===== src/rtl/cbus_axi_bridge_pkg.sv =====
// Shared types for the CBus-to-AXI3 bridge: CBus request/response records,
// AXI encodings and the bridge FSM state type.
package cbus_axi_bridge_pkg;

   localparam int CBUS_ADDR_W = 32;
   localparam int CBUS_DATA_W = 32;
   localparam int CBUS_LEN_W  = 8;

   localparam logic [1:0] AXI_BURST_INCR = 2'b01;
   localparam logic [1:0] AXI_RESP_OKAY  = 2'b00;

   typedef struct packed {
      logic                   valid;
      logic                   is_write;
      logic [2:0]             size;
      logic [CBUS_ADDR_W-1:0] addr;
      logic [3:0]             strobe;
      logic [CBUS_DATA_W-1:0] data;
      logic [CBUS_LEN_W-1:0]  len;
   } cbus_req_t;

   typedef struct packed {
      logic                   ready;
      logic                   last;
      logic [CBUS_DATA_W-1:0] data;
   } cbus_resp_t;

   typedef enum logic [2:0] {
      ST_IDLE,
      ST_AR,
      ST_R,
      ST_AW,
      ST_W,
      ST_B
   } bridge_state_t;

endpackage


===== src/rtl/cbus_axi_bridge_rr_arbiter.sv =====
// Round-robin arbiter: picks the lowest requesting index at or after ptr,
// wrapping past NUM_PORTS-1 back to 0.
module cbus_axi_bridge_rr_arbiter #(
   parameter int NUM_PORTS = 3,
   parameter int IDX_W     = (NUM_PORTS > 1) ? $clog2(NUM_PORTS) : 1
) (
   input  logic [NUM_PORTS-1:0] req,
   input  logic [IDX_W-1:0]     ptr,
   output logic [NUM_PORTS-1:0] grant,
   output logic [IDX_W-1:0]     grant_idx
);

   function automatic logic [IDX_W-1:0] wrap_idx(input int i);
      return (i >= NUM_PORTS) ? IDX_W'(i - NUM_PORTS) : IDX_W'(i);
   endfunction

   // Scan from the farthest offset down so the closest requester wins.
   always_comb begin
      grant_idx = '0;
      for (int k = NUM_PORTS - 1; k >= 0; k--) begin
         if (req[wrap_idx(int'(ptr) + k)]) grant_idx = wrap_idx(int'(ptr) + k);
      end
      grant = (|req) ? (NUM_PORTS'(1) << grant_idx) : '0;
   end

endmodule


===== src/rtl/cbus_axi_bridge.sv =====
// NUM_PORTS CBus masters sharing one AXI3 master port, one transaction at a time,
// with round-robin grant, INCR bursts and error/protocol monitoring.
module cbus_axi_bridge
   import cbus_axi_bridge_pkg::*;
#(
   parameter int NUM_PORTS = 3,
   parameter int ID_W      = 4,
   parameter int MAX_LEN   = 16,
   parameter int ERR_CNT_W = 8
) (
   input  logic                   clk,
   input  logic                   reset,
   input  cbus_req_t              creq [NUM_PORTS],
   output cbus_resp_t             cresp [NUM_PORTS],
   output logic [ID_W-1:0]        arid,
   output logic [CBUS_ADDR_W-1:0] araddr,
   output logic [3:0]             arlen,
   output logic [2:0]             arsize,
   output logic [1:0]             arburst,
   output logic [1:0]             arlock,
   output logic [3:0]             arcache,
   output logic [2:0]             arprot,
   output logic                   arvalid,
   input  logic                   arready,
   input  logic [CBUS_DATA_W-1:0] rdata,
   input  logic [1:0]             rresp,
   input  logic                   rlast,
   input  logic                   rvalid,
   output logic                   rready,
   output logic [ID_W-1:0]        awid,
   output logic [CBUS_ADDR_W-1:0] awaddr,
   output logic [3:0]             awlen,
   output logic [2:0]             awsize,
   output logic [1:0]             awburst,
   output logic [1:0]             awlock,
   output logic [3:0]             awcache,
   output logic [2:0]             awprot,
   output logic                   awvalid,
   input  logic                   awready,
   output logic [ID_W-1:0]        wid,
   output logic [CBUS_DATA_W-1:0] wdata,
   output logic [3:0]             wstrb,
   output logic                   wlast,
   output logic                   wvalid,
   input  logic                   wready,
   input  logic [1:0]             bresp,
   input  logic                   bvalid,
   output logic                   bready,
   output logic [ERR_CNT_W-1:0]   err_count,
   output logic                   proto_err
);

   localparam int IDX_W = (NUM_PORTS > 1) ? $clog2(NUM_PORTS) : 1;

   bridge_state_t          state, state_next;
   logic [NUM_PORTS-1:0]   req, grant_oh;
   logic [IDX_W-1:0]       grant_idx, grant_q, ptr_q;
   logic [CBUS_ADDR_W-1:0] addr_q;
   logic [2:0]             size_q;
   logic [3:0]             len_q;
   logic [CBUS_LEN_W-1:0]  count_q;
   logic                   any_req, rd_beat, wr_beat, b_done;

   function automatic logic len_over(input logic [CBUS_LEN_W-1:0] l);
      return l > CBUS_LEN_W'(MAX_LEN - 1);
   endfunction

   function automatic logic [3:0] clamp_len(input logic [CBUS_LEN_W-1:0] l);
      return len_over(l) ? 4'(MAX_LEN - 1) : l[3:0];
   endfunction

   function automatic logic [ERR_CNT_W-1:0] sat_inc(input logic [ERR_CNT_W-1:0] c);
      return (&c) ? c : c + ERR_CNT_W'(1);
   endfunction

   function automatic logic [IDX_W-1:0] next_ptr(input logic [IDX_W-1:0] g);
      return (g == IDX_W'(NUM_PORTS - 1)) ? '0 : g + IDX_W'(1);
   endfunction

   always_comb begin
      for (int i = 0; i < NUM_PORTS; i++) req[i] = creq[i].valid;
   end

   cbus_axi_bridge_rr_arbiter #(
      .NUM_PORTS (NUM_PORTS),
      .IDX_W     (IDX_W)
   ) u_arb (
      .req       (req),
      .ptr       (ptr_q),
      .grant     (grant_oh),
      .grant_idx (grant_idx)
   );

   assign any_req = |grant_oh;
   assign rd_beat = (state == ST_R) && rvalid;
   assign wr_beat = (state == ST_W) && wready;
   assign b_done  = (state == ST_B) && bvalid;

   // Only one transaction is ever outstanding, so response ids carry no information.
   assign arid    = ID_W'(grant_q);
   assign araddr  = addr_q;
   assign arlen   = len_q;
   assign arsize  = size_q;
   assign arburst = AXI_BURST_INCR;
   assign arlock  = '0;
   assign arcache = '0;
   assign arprot  = '0;
   assign awid    = ID_W'(grant_q);
   assign awaddr  = addr_q;
   assign awlen   = len_q;
   assign awsize  = size_q;
   assign awburst = AXI_BURST_INCR;
   assign awlock  = '0;
   assign awcache = '0;
   assign awprot  = '0;
   assign wid     = ID_W'(grant_q);
   assign wdata   = creq[grant_q].data;
   assign wstrb   = creq[grant_q].strobe;

   always_ff @(posedge clk) begin
      if (reset) state <= ST_IDLE;
      else       state <= state_next;
   end

   always_comb begin
      state_next = state;
      arvalid    = 1'b0;
      awvalid    = 1'b0;
      wvalid     = 1'b0;
      rready     = 1'b0;
      bready     = 1'b0;
      wlast      = (count_q == CBUS_LEN_W'(len_q));
      for (int i = 0; i < NUM_PORTS; i++) cresp[i] = '{ready: 1'b0, last: 1'b0, data: rdata};
      case (state)
         ST_IDLE: if (any_req) state_next = creq[grant_idx].is_write ? ST_AW : ST_AR;
         ST_AR: begin
            arvalid = 1'b1;
            if (arready) state_next = ST_R;
         end
         ST_R: begin
            rready = 1'b1;
            if (rvalid) begin
               cresp[grant_q].ready = 1'b1;
               cresp[grant_q].last  = rlast;
               if (rlast) state_next = ST_IDLE;
            end
         end
         ST_AW: begin
            awvalid = 1'b1;
            if (awready) state_next = ST_W;
         end
         ST_W: begin
            wvalid = 1'b1;
            if (wready) begin
               cresp[grant_q].ready = 1'b1;
               cresp[grant_q].last  = wlast;
               if (wlast) state_next = ST_B;
            end
         end
         ST_B: begin
            bready = 1'b1;
            if (bvalid) state_next = ST_IDLE;
         end
         default: state_next = ST_IDLE;
      endcase
   end

   // Request fields are captured once at grant; the master may drop valid afterwards.
   always_ff @(posedge clk) begin
      if (state == ST_IDLE && any_req) begin
         grant_q <= grant_idx;
         addr_q  <= creq[grant_idx].addr;
         size_q  <= creq[grant_idx].size;
         len_q   <= clamp_len(creq[grant_idx].len);
      end
   end

   always_ff @(posedge clk) begin
      if (reset) begin
         ptr_q     <= '0;
         count_q   <= '0;
         err_count <= '0;
         proto_err <= 1'b0;
      end else begin
         if (state == ST_IDLE) count_q <= '0;
         if (state == ST_IDLE && any_req && len_over(creq[grant_idx].len)) proto_err <= 1'b1;
         if (rd_beat) begin
            count_q <= count_q + CBUS_LEN_W'(1);
            if (rlast != (count_q == CBUS_LEN_W'(len_q))) proto_err <= 1'b1;
            if (rresp != AXI_RESP_OKAY) err_count <= sat_inc(err_count);
         end
         if (wr_beat) count_q <= count_q + CBUS_LEN_W'(1);
         if (b_done && bresp != AXI_RESP_OKAY) err_count <= sat_inc(err_count);
         if ((rd_beat && rlast) || b_done) ptr_q <= next_ptr(grant_q);
      end
   end

endmodule


===== config.mk =====
export PLATFORM = sky130hd
export DESIGN_NAME = cbus_axi_bridge
export DESIGN_NICKNAME = d
export VERILOG_FILES = /design/src/rtl/cbus_axi_bridge_pkg.sv /design/src/rtl/cbus_axi_bridge_rr_arbiter.sv /design/src/rtl/cbus_axi_bridge.sv
export SDC_FILE = /design/constraint.sdc
export NUM_CORES = 1
export LEC_CHECK = 0
export ABC_CLOCK_PERIOD_IN_PS = 4600
export BUFFER_PORTS_ARGS = -buffer_cell sky130_fd_sc_hd__buf_2
export CORE_AREA = 5 5 213 215
export DETAILED_ROUTE_END_ITERATION = 12
export DIE_AREA = 0 0 218 220
export GPL_TIMING_DRIVEN = 0
export SLEW_MARGIN = 10
export SYNTH_ARGS = -nofsm -noshare
export SYNTH_HDL_FRONTEND = slang
export SYNTH_SLANG_ARGS = --single-unit

===== constraint.sdc =====
create_clock -name clk -period 4.6 [get_ports clk]
set_input_delay 0.92 -clock clk [delete_from_list [all_inputs] [get_ports clk]]
set_output_delay 0.92 -clock clk [all_outputs]
set_load 0.02 [all_outputs]

==> flow_summary_export.csv <==
group,metric,value,unit
clock_network,clkTransAtPathRegs,0.05,ns
routing,top_layer,"met5",
power_and_ir_drop,leakagePower,4.58,nW
critical_path,crit_fanout,5,
power_and_ir_drop,peakVddDrop,0.248,mV
sta,clock.fmax,276,MHz
sta,finalClockSkew,0.00743,ns
final_layout,drive_gt1_frac,0.558,
clock_network,cts_tree,"done",
final_layout,postLayoutCellArea,0.00904,mm²
global_routing,antenna_found_initial,13,
routing,wl_met1,10700,µm
global_routing,grt_max_degree,23,
routing,routed_wl,31400,µm
die,die_area,0.0480,mm²
global_routing,grt_pass1_vias,6444,
placed_design,place_area,0.00875,mm²
synthesis,synth_edf_count,41,
routing,routedWlPerCell,17.6,µm
final_layout,final_common_cell,"buf_2",
clock_network,h-tree-depth,3,
routing,drtAntennaViolNets,0,
routing,dr.pass1.iters,4,
routing,met2_length,16200,µm
die,die_h,220,µm
clock_network,cts_buffers,9,
sta,hold_ws,0.476,ns
routing,met3_wirelength,2740,µm
final_layout,layout_common_cells,"buf_2, buf_4, nand2_1",
global_routing,grt_pass1_wl,40700,µm
routing,drt_iter0_drc,167,
sta,setup_violations,0,
synthesis,yosys_warnings,0,
placed_design,dpl.hpwl,27700,µm
synthesis,synth_seq_cells,63,
synthesis,synthFlopType,"edfxtp_1",
synthesis,ys_async_sr_fraction,0,
synthesis,syn_area,0.00543,mm²
final_layout,nFillCells,4915,
sta,slew_violations,0,
die,start_util,0.125,
final_layout,layout.nets,1475,
power_and_ir_drop,p_per_area,496,mW/mm²
clock_network,worstSkewPairLatency,0.35,ns
clock_network,cts_max_path_buffers,2,
sta,min_period_over_period,0.789,
sta,rsz0062_at_grt,"no",
sta,worst_pin_slew,0.847,ns
routing,vias_per_cell,3.66,
critical_path,worstPathArrival,2.71,ns
global_routing,globalRouteTotalUtil,0.119,
synthesis,synth_cells,655,
clock_network,numClockSinks,63,
die,ioPinCount,552,
critical_path,cp-start-kind,"flop",
routing,drc,0,
final_layout,syn_to_final_growth,66.5,%
die,core_area,0.0435,mm²
final_layout,post_layout_nonfiller_instances,1782,
critical_path,end_kind,"primary output",
routing,vias,6516,
sta,finalHoldViolCount,0,
synthesis,ys_seq_area_frac,0.308,
die,rows,77,
placed_design,finalWeightedCongestion,0.845,
clock_network,post-cts-setup-buffer-count,0,
placed_design,dp.cells,1764,
sta,timing.slew.headroom,0.436,
synthesis,synth.avg_cell_area,8.29,µm²
min_path,min_path_type,"flop to flop",
sta,post-route-min-period,3.63,ns
outcome,status,"finished clean",
final_layout,multi_input_area,0.00255,mm²
synthesis,ys_types,56,
clock_network,cts_hold_buffers,0,
run,maxCapViolations,0,
global_routing,overflow,0,
placed_design,portBuffers,490,
final_layout,register_area,0.00167,mm²
clock_network,post_cts_resized,0,
critical_path,required,3.68,ns
clock_network,cts-root-buf,"clkbuf_16",
critical_path,path_class,"flop to primary output",
die,die_w,218,µm
[where the power goes]
group	leakage, nW	internal (mW)	switching [mW]	total, mW
logic	3.86	1.01	1.79	2.80
registers	0.575	0.860	0.156	1.02
clock network	0.142	0.407	0.268	0.675
total	4.58	2.27	2.21	4.49
[path summary, 6_finish.rpt]
path	from	endpoint	slack [ns]	cells after the start
max	count_q[5]$_SDFFE_PP0P_	cresp[100]	0.97	7
min	ptr_q[0]$_SDFFE_PP0P_	ptr_q[0]$_SDFFE_PP0P_	0.48	2
max reg2reg	ptr_q[1]$_SDFFE_PP0P_	arsize[1]$_DFFE_PN_	1.49	11
min reg2reg	ptr_q[0]$_SDFFE_PP0P_	ptr_q[0]$_SDFFE_PP0P_	0.48	2
[sequential cells by signal, summed over array words and instances (netlist names)]
register   count
arlen          4
err_count      8
ptr_q          2
grant_q        2
proto_err      1
state          3
araddr        32
arsize         3
count_q        8
[worst max-delay path, cell delays in order, from the launching register on]
cell and delay, ns:
dfxtp_1 0.34, nor4_1 0.37, nand2_1 0.09, nor4_1 0.73, a32o_1 0.27, nand2_1 0.15
nor3_1 0.16, buf_2 0.25
[per-stage QoR]
| stage | total power [mW] | worst slack [ns] | TNS (ns) | utilization |
|---|---|---|---|---|
| floorplan | 2.71 | 0.658 | 0 | - |
| global placement | 3.85 | -0.877 | -35.78 | 0.200 |
| detailed placement | 3.87 | 1.10 | 0 | 0.201 |
| CTS | 4.58 | 0.866 | 0 | 0.208 |
| global route | 4.76 | 0.767 | 0 | 0.208 |
| finish | 4.49 | 0.972 | 0 | 0.208 |
[cell families (layout without fill, tap and decap cells)]
family          count (synthesis)  in the layout  synth area share
buf+inv                       208            715             0.241
simple gates                  164            164             0.135
compound gates                120            120             0.132
mux                            81             81             0.152
flops                          63             63             0.308
xor+xnor                       12             12            0.0194
fa+ha+maj                       5              5            0.0115
other cells                     2             30           0.00138
[metal layers]
layer	GRT usage	vias to the layer above
li1	-	3142
met1	0.114	2888
met2	0.227	410
met3	0.0348	72
met4	0.0664	4
met5	0	-
[synth_stat cells (3+ instances only)]
master,number,area [µm²]
buf_4,135,1010
mux2i_1,74,741
edfxtp_1,41,1230
dfxtp_1,22,440
o21ai_0,79,395
ha_1,5,62.6
nor2_1,32,120
and3_1,5,31.3
inv_1,6,22.5
a21oi_1,9,45.0
buf_2,7,35.0
nor2b_1,3,18.8
mux2_2,5,56.3
buf_1,4,15.0
nand3b_1,3,22.5
nor4_1,4,25.0
nand3_1,5,25.0
nor3_1,11,55.1
a31oi_1,3,18.8
nand4_1,4,25.0
clkbuf_1,53,199
nor3b_1,4,30.0
a221o_1,4,40.0
nand2_1,87,327
xor2_1,10,87.6
[cell type report]
type	instances	share of cell area
Sequential cell	63	0.185
Multi-Input combinational cell	410	0.282
Clock inverter	3	0.00194
Tap cell	592	0.0819
Antenna cell	2	0.000553
Inverter	7	0.00291
Buffer	201	0.142
Timing Repair Buffer	491	0.273
Clock buffer	13	0.0299
Power figures use the tool's default switching activity.
